## src/rtl/instr_loader.sv

```systemverilog
// rtl/instr_loader.sv - byte-stream loader writing 9-bit X9 machine code into instruction memory
// Optional trailing checksum byte with CHK/ERR states: define LOADER_CHECKSUM_EN.
module instr_loader #(
  parameter int D = 12
) (
  input  logic         clk,
  input  logic         reset,
  input  logic         start,
  input  logic [7:0]   in_data,
  input  logic         in_valid,
  output logic         in_ready,
  output logic         wr_en,
  output logic [D-1:0] wr_addr,
  output logic [8:0]   wr_data,
  output logic         core_hold,
  output logic         load_done,
  output logic         load_err
);

  localparam int CW = D + 1;
  localparam logic [CW-1:0] MAX_CNT = {1'b1, {D{1'b0}}};

  typedef enum logic [2:0] {
    IDLE,
    CNT_LO,
    CNT_HI,
    INS_LO,
    INS_HI,
`ifdef LOADER_CHECKSUM_EN
    CHK,
    ERR,
`endif
    DONE
  } state_t;

  state_t        state_q;
  logic [7:0]    cnt_lo_q;
  logic [CW-1:0] cnt_q;
  logic [CW-1:0] idx_q;
  logic [7:0]    hold_q;
  logic          in_ready_q;
  logic          wr_en_q;
  logic [D-1:0]  wr_addr_q;
  logic [8:0]    wr_data_q;
  logic          core_hold_q;
  logic          load_done_q;

  logic          fire;
  logic [15:0]   cnt_raw;
  logic [CW-1:0] cnt_d;
  logic [CW-1:0] idx_d;

  // Counts above 2^D clamp so a full-memory load is the largest possible.
  always_comb begin
    fire    = in_valid & in_ready_q;
    cnt_raw = {in_data, cnt_lo_q};
    cnt_d   = (32'(cnt_raw) > 32'(MAX_CNT)) ? MAX_CNT : cnt_raw[CW-1:0];
    idx_d   = idx_q + CW'(1);
  end

`ifdef LOADER_CHECKSUM_EN
  logic [7:0] xor_q;
  logic       load_err_q;

  always_ff @(posedge clk or negedge reset) begin
    if (!reset) begin
      xor_q <= '0;
    end else if (start && !core_hold_q) begin
      xor_q <= '0;
    end else if (fire && (state_q inside {CNT_LO, CNT_HI, INS_LO, INS_HI})) begin
      xor_q <= xor_q ^ in_data;
    end
  end
`endif

  always_ff @(posedge clk or negedge reset) begin
    if (!reset) begin
      state_q     <= IDLE;
      cnt_lo_q    <= '0;
      cnt_q       <= '0;
      idx_q       <= '0;
      hold_q      <= '0;
      in_ready_q  <= 1'b0;
      wr_en_q     <= 1'b0;
      wr_addr_q   <= '0;
      wr_data_q   <= '0;
      core_hold_q <= 1'b0;
      load_done_q <= 1'b0;
`ifdef LOADER_CHECKSUM_EN
      load_err_q  <= 1'b0;
`endif
    end else begin
      wr_en_q <= 1'b0;
      case (state_q)
`ifdef LOADER_CHECKSUM_EN
        IDLE, DONE, ERR: begin
`else
        IDLE, DONE: begin
`endif
          if (start) begin
            state_q     <= CNT_LO;
            idx_q       <= '0;
            in_ready_q  <= 1'b1;
            core_hold_q <= 1'b1;
            load_done_q <= 1'b0;
`ifdef LOADER_CHECKSUM_EN
            load_err_q  <= 1'b0;
`endif
          end
        end
        CNT_LO: begin
          if (fire) begin
            cnt_lo_q <= in_data;
            state_q  <= CNT_HI;
          end
        end
        CNT_HI: begin
          if (fire) begin
            cnt_q <= cnt_d;
            if (cnt_d == '0) begin
`ifdef LOADER_CHECKSUM_EN
              state_q     <= CHK;
`else
              state_q     <= DONE;
              in_ready_q  <= 1'b0;
              core_hold_q <= 1'b0;
              load_done_q <= 1'b1;
`endif
            end else begin
              state_q <= INS_LO;
            end
          end
        end
        INS_LO: begin
          if (fire) begin
            hold_q  <= in_data;
            state_q <= INS_HI;
          end
        end
        INS_HI: begin
          if (fire) begin
            wr_en_q   <= 1'b1;
            wr_addr_q <= idx_q[D-1:0];
            wr_data_q <= {in_data[0], hold_q};
            idx_q     <= idx_d;
            // The final write pulses in the same cycle the core is released.
            if (idx_d == cnt_q) begin
`ifdef LOADER_CHECKSUM_EN
              state_q     <= CHK;
`else
              state_q     <= DONE;
              in_ready_q  <= 1'b0;
              core_hold_q <= 1'b0;
              load_done_q <= 1'b1;
`endif
            end else begin
              state_q <= INS_LO;
            end
          end
        end
`ifdef LOADER_CHECKSUM_EN
        CHK: begin
          if (fire) begin
            in_ready_q  <= 1'b0;
            core_hold_q <= 1'b0;
            if (in_data == xor_q) begin
              state_q     <= DONE;
              load_done_q <= 1'b1;
            end else begin
              state_q    <= ERR;
              load_err_q <= 1'b1;
            end
          end
        end
`endif
        default: begin
          state_q     <= IDLE;
          in_ready_q  <= 1'b0;
          core_hold_q <= 1'b0;
        end
      endcase
    end
  end

  assign in_ready  = in_ready_q;
  assign wr_en     = wr_en_q;
  assign wr_addr   = wr_addr_q;
  assign wr_data   = wr_data_q;
  assign core_hold = core_hold_q;
  assign load_done = load_done_q;
`ifdef LOADER_CHECKSUM_EN
  assign load_err  = load_err_q;
`else
  assign load_err  = 1'b0;
`endif

endmodule

```

## config.mk

```make
export PLATFORM = sky130hd
export DESIGN_NAME = instr_loader
export DESIGN_NICKNAME = d
export VERILOG_FILES = /design/src/rtl/instr_loader.sv
export SDC_FILE = /design/constraint.sdc
export NUM_CORES = 1
export LEC_CHECK = 0
export ABC_CLOCK_PERIOD_IN_PS = 3100
export CAP_MARGIN = 20
export CORE_MARGIN = 1.5
export CORE_UTILIZATION = 45
export CTS_BUF_LIST = sky130_fd_sc_hd__clkbuf_4 sky130_fd_sc_hd__clkbuf_8
export CTS_CLUSTER_DIAMETER = 40
export DETAILED_ROUTE_END_ITERATION = 12
export PLACE_DENSITY_LB_ADDON = 0.2
export SLEW_MARGIN = 10
export SYNTH_ARGS = -nofsm -noshare
export SYNTH_HDL_FRONTEND = slang
export SYNTH_SLANG_ARGS = --single-unit
export TNS_END_PERCENT = 20
```

## constraint.sdc

```tcl
create_clock -name clk -period 3.1 [get_ports clk]
set_clock_uncertainty 0.05 [all_clocks]
set_input_delay 0.465 -clock clk [delete_from_list [all_inputs] [get_ports clk]]
set_output_delay 0.465 -clock clk [all_outputs]
set_load 0.01 [all_outputs]
```

Word-level counts from Yosys, hierarchy flattened --
Cells that the tools add are included.
Storage, ports and cells: flip-flop bits (word level) 69, output and inout bits 26
Operators by class: add/subtract/negate cells 1, bitwise logic cells 2, multiplexer cells 26, equal/unequal tests 13, reduce and logical (&&, ||, !) cells 14, order comparisons 1
Operators with widths (number):
- 13-bit two-way mux | 3
- 13-bit case mux with 2 select lines | 1
- 3-bit two-way mux | 7
- 16-bit by 13-bit > comparator with 1-bit output (second input constant) | 1
- 3-bit case mux with 5 select lines | 1
- 2-bit != test (second input constant) | 7
- 13-bit by 1-bit adder with 13-bit output (second input constant) | 1
- 13-bit == test | 1
- 13-bit logical NOT | 1
- 1-bit two-way mux | 12
- 6-bit AND reduction | 2
- 2-bit AND reduction | 4
- 3-bit by 2-bit == test with 1-bit output (second input constant) | 2
- 3-bit == test (second input constant) | 2
- 5-bit AND reduction | 1
- 1-bit case mux with 4 select lines | 1
- 2-bit OR reduction | 2
- 3-bit by 1-bit == test with 1-bit output (second input constant) | 1
- 3-bit logical NOT | 1
- 1-bit case mux with 3 select lines | 1
- 3-bit AND reduction | 1
- 3-bit nonzero test | 1
- 2-bit nonzero test | 1
- 1-bit bitwise AND | 1
- 1-bit inverter | 1

Longest topological paths before layout --
depth after elaboration 6, depth in mapped cells 8, depth with buffers taken out 7

Worst setup path before layout --
OpenSTA, ideal clock, no wires.
path type reg-to-reg, start point register idx_q[0], end point register core_hold_q, in the netlist core_hold, arrival time 2201 ps, clock period less this slack 2383 ps, data required time 2918 ps, cell stages (with the launch flop) 9, path slack 717 ps, path through dfrtp_1 ha_1 clkbuf_1 and3_1 nand3_1 xnor2_1 or4b_1 o41ai_2 o21ai_0
Between the ends: longest elaborated chain between the ends 4
RTL lines:
- start: declaration | line 39 | logic [CW-1:0] idx_q;
- start signal: assignment | line 145 | idx_q <= idx_d;
- 13-bit by 1-bit adder with 13-bit output | line 58 | idx_d = idx_q + CW'(1);
- 13-bit == test | line 147 | if (idx_d == cnt_q) begin
- 2-bit != test (no source line)
- 6-bit AND reduction (no source line)
- end signal: assignment | line 87 | core_hold_q <= 1'b0;
- end signal: assignment | line 153 | core_hold_q <= 1'b0;
- end signal: assignment | line 179 | core_hold_q <= 1'b0;
- end: declaration | line 45 | logic core_hold_q;
Every way passes these cells. A chain may end at the register's enable or synchronous reset.

Worst setup path in the final report --
Same ends and word-level chain as after synthesis.

==> flow_metrics.py <==
metrics = {
    "synth": {
        "synth_compound_gate_area_share": 0.1675,
        "ys_ff_latch": 69,
        "syn_avg_cell_area_um2": 9.660,
        "synth_top_flop_cell": "dfrtp_1",
        "synth_top_family_by_area": "simple AND/OR/NAND/NOR gates",
        "async_flop_share": 1.000,
        "synth_area_um2": 3391,
        "yosysWarningCount": 0,
        "syn_nets": 364,
        "yosysUniqueCellTypes": 50,
        "synth_seq_area_share": 0.5092,
        "synth_cells": 351,
        "synth_mux_area_frac": 0.05314,
        "synth_edf_count": 0,
        "yosys.area_share.simple": 0.1860,
        "synth_fa_ha_area_frac": 0.003690,
        "synthXorXnorAreaFrac": 0.03875,
    },
    "global_route": {
        "grt_max_degree": 70,
        "grt_usage": 0.2008,
        "grt_pass1_vias": 2605,
        "grt_overflow": 0,
        "grt_pass1_wl_um": 12790,
        "antenna_found_initial": 0,
    },
    "floorplanning": {
        "fp-row-count": 31,
        "die_w_um": 89.81,
        "start_util": 0.4675,
        "die_y_um": 89.81,
        "die-area_um2": 8065,
        "ios": 38,
        "core_area_um2": 7253,
    },
    "worst_setup_path": {
        "required_ns": 3.27,
        "startpoint": "idx_q[0]",
        "timing.critical_path.buf_inv": 0,
        "crit_chain": "ha_1 > and3_1 > nand3_1 > xnor2_1 > or4b_1 > o41ai_2 > o21ai_0",
        "slowest_stage": "or4b_1",
        "endpoint": "core_hold",
        "worstPathArrival_ns": 2.77,
        "cp_max_fo": 8,
        "r2r_end": "core_hold",
        "regToRegStartpoint": "idx_q[0]",
        "cp-end-kind": "flip-flop",
        "critPathKind": "reg2reg",
        "crit_family": "simple AND/OR/NAND/NOR gates",
        "worstRegToRegCells": 7,
        "critical_path.startpoint_type": "flip-flop",
        "max_stage_delay_ns": 0.52,
        "reg2reg_slack_ns": 0.50,
        "path_depth": 7,
    },
    "route": {
        "drt_iter0_markers": 105,
        "route.detailed.drc": 0,
        "routed_via_density": 5.523,
        "wl_um": 7355,
        "drt_pre_antenna_iters": 4,
        "wire_per_inst_um": 15.20,
        "ant_nets": 0,
        "vias": 2673,
    },
    "clocking": {
        "ctsResizeCount": 0,
        "cts_tree": "built",
        "clock_sinks": 69,
        "root_buffer": "clkbuf_8",
        "path_clk_slew_ns": 0.07,
        "hold_buffers": 0,
        "htree_levels": 3,
        "cts_inserted_buffers": 9,
        "clk_latency_ns": 0.34,
        "clock_path_buffers": 2,
        "cts_setup_buffers": 0,
    },
    "pwr": {
        "leakage_nw": 1.783,
        "peakVddDrop_mv": 0.4661,
        "power_density_nw_per_um2": 750.5,
    },
    "timing": {
        "finalSetupViolCount": 0,
        "hold_violations": 0,
        "slew-limit-headroom": 0.4339,
        "period_minus_slack_ns": 2.603,
        "setup_tns_ns": 0,
        "slew_violations": 0,
        "period_share": 0.8398,
        "rsz0062_at_grt": "false",
        "fin_hold_ws_ns": 0.2711,
        "timing.fmax_ghz": 0.3841,
        "worst_pin_slew_ns": 0.8491,
    },
    "place": {
        "dp_hpwl_um": 5009,
        "io_buffers": 36,
        "gp_congestion": 0.8830,
        "dp.cells": 469,
    },
    "hold_path": {
        "hp-class": "in2async",
    },
    "status": {
        "status": "complete, no violations",
    },
    "cells_and_area": {
        "antennaDiodeCount": 0,
        "final_common_cell": "nand2_1",
        "drive_above_1_share": 0.1169,
        "fin_nets": 394,
        "final_util": 0.5484,
        "layout_common_cells": "nand2_1 (76), dfrtp_1 (69), clkdlybuf4s50_1 (35)",
        "fin_cells": 484,
        "syn_to_final_growth_pct": 17.31,
    },
    "run": {
        "maxCapViolCount": 0,
    },
}
[cell type report]
type,count,area [um^2]
well taps,99,123.9
clock inverters,4,25.02
repair buffers,43,407.9
flip-flops and latches,69,1727
fillers,681,3276
inverters,6,22.52
multi-input cells,252,1526
clock buffers,11,145.1
[per-layer routing]
layer	global-route usage	wire (um)	part of all wire
met1	0.2632	3412	0.46
met2	0.3282	3533	0.48
met3	0.05753	356	0.048
met4	0.05159	53	0.0072
met5	0	0	0
[kinds of logic after synthesis]
| kind of cell | Yosys count |
|---|---|
| multiplexers | 16 |
| other | 1 |
| flip-flops | 69 |
| AND/OR/NAND/NOR | 135 |
| XOR/XNOR | 15 |
| AO/OA/AOI/OAI | 84 |
| adder cells (fa/ha/maj) | 1 |
| buffers and inverters | 30 |
[worst register-to-register path, cell delays in order, from the launching register on]
cell and delay, ns:
dfrtp_1 0.46, ha_1 0.36, and3_1 0.24, nand3_1 0.14, xnor2_1 0.17, or4b_1 0.52
o41ai_2 0.38, o21ai_0 0.14
[per-stage QoR]
| stage | total power [W] | setup WS, ns | cell area, um^2 |
|---|---|---|---|
| 3_3_place_gp | 0.002349 | 0.6017 | 3807 |
| 5_1_grt | 0.003203 | 0.2676 | 3978 |
| 6_report | 0.002985 | 0.4967 | 3978 |
| 4_1_cts | 0.003023 | 0.4724 | 3978 |
| 2_1_floorplan | 0.001989 | 0.7170 | 3391 |
| 3_5_place_dp | 0.002372 | 0.4750 | 3807 |
[where the power goes]
part | switching, W | leakage [nW] | total [W] | internal, W
Combinational | 0.000445 | 0.787 | 0.000955 | 0.000510
Clock | 0.000329 | 0.0846 | 0.000643 | 0.000313
Sequential | 0.000234 | 0.912 | 0.00139 | 0.00115
Total | 0.00101 | 1.78 | 0.00299 | 0.00198
[cells in the mapped netlist, types with 6 or more instances]
cell | instances | share of area
a21oi_1 | 15 | 0.022
a22o_1 | 14 | 0.036
clkbuf_1 | 14 | 0.015
dfrtp_1 | 69 | 0.51
inv_1 | 6 | 0.0066
mux2_2 | 16 | 0.053
nand2_1 | 76 | 0.084
nand3_1 | 7 | 0.010
nand4_1 | 6 | 0.011
nor2_1 | 15 | 0.017
o21ai_0 | 26 | 0.038
xnor2_1 | 12 | 0.031
[state kept, by name, indices dropped and copies added, names as in the netlist]
signal / count
idx_q: 13
load_done: 1
wr_data: 9
cnt_q: 13
core_hold: 1
wr_addr: 12
cnt_lo_q: 8
hold_q: 8
wr_en: 1
state_q: 3
[worst min path at each step]
stage                         start           to  cells after the start
after floorplan               reset  cnt_lo_q[0]                      0
after global placement    hold_q[5]   wr_data[5]                      2
after detailed placement  hold_q[1]   wr_data[1]                      2
after CTS                     reset     idx_q[1]                      2
after global routing          reset  wr_addr[10]                      2
final                         reset    core_hold                      2
Note: power is estimated with default switching activity, not from simulation.
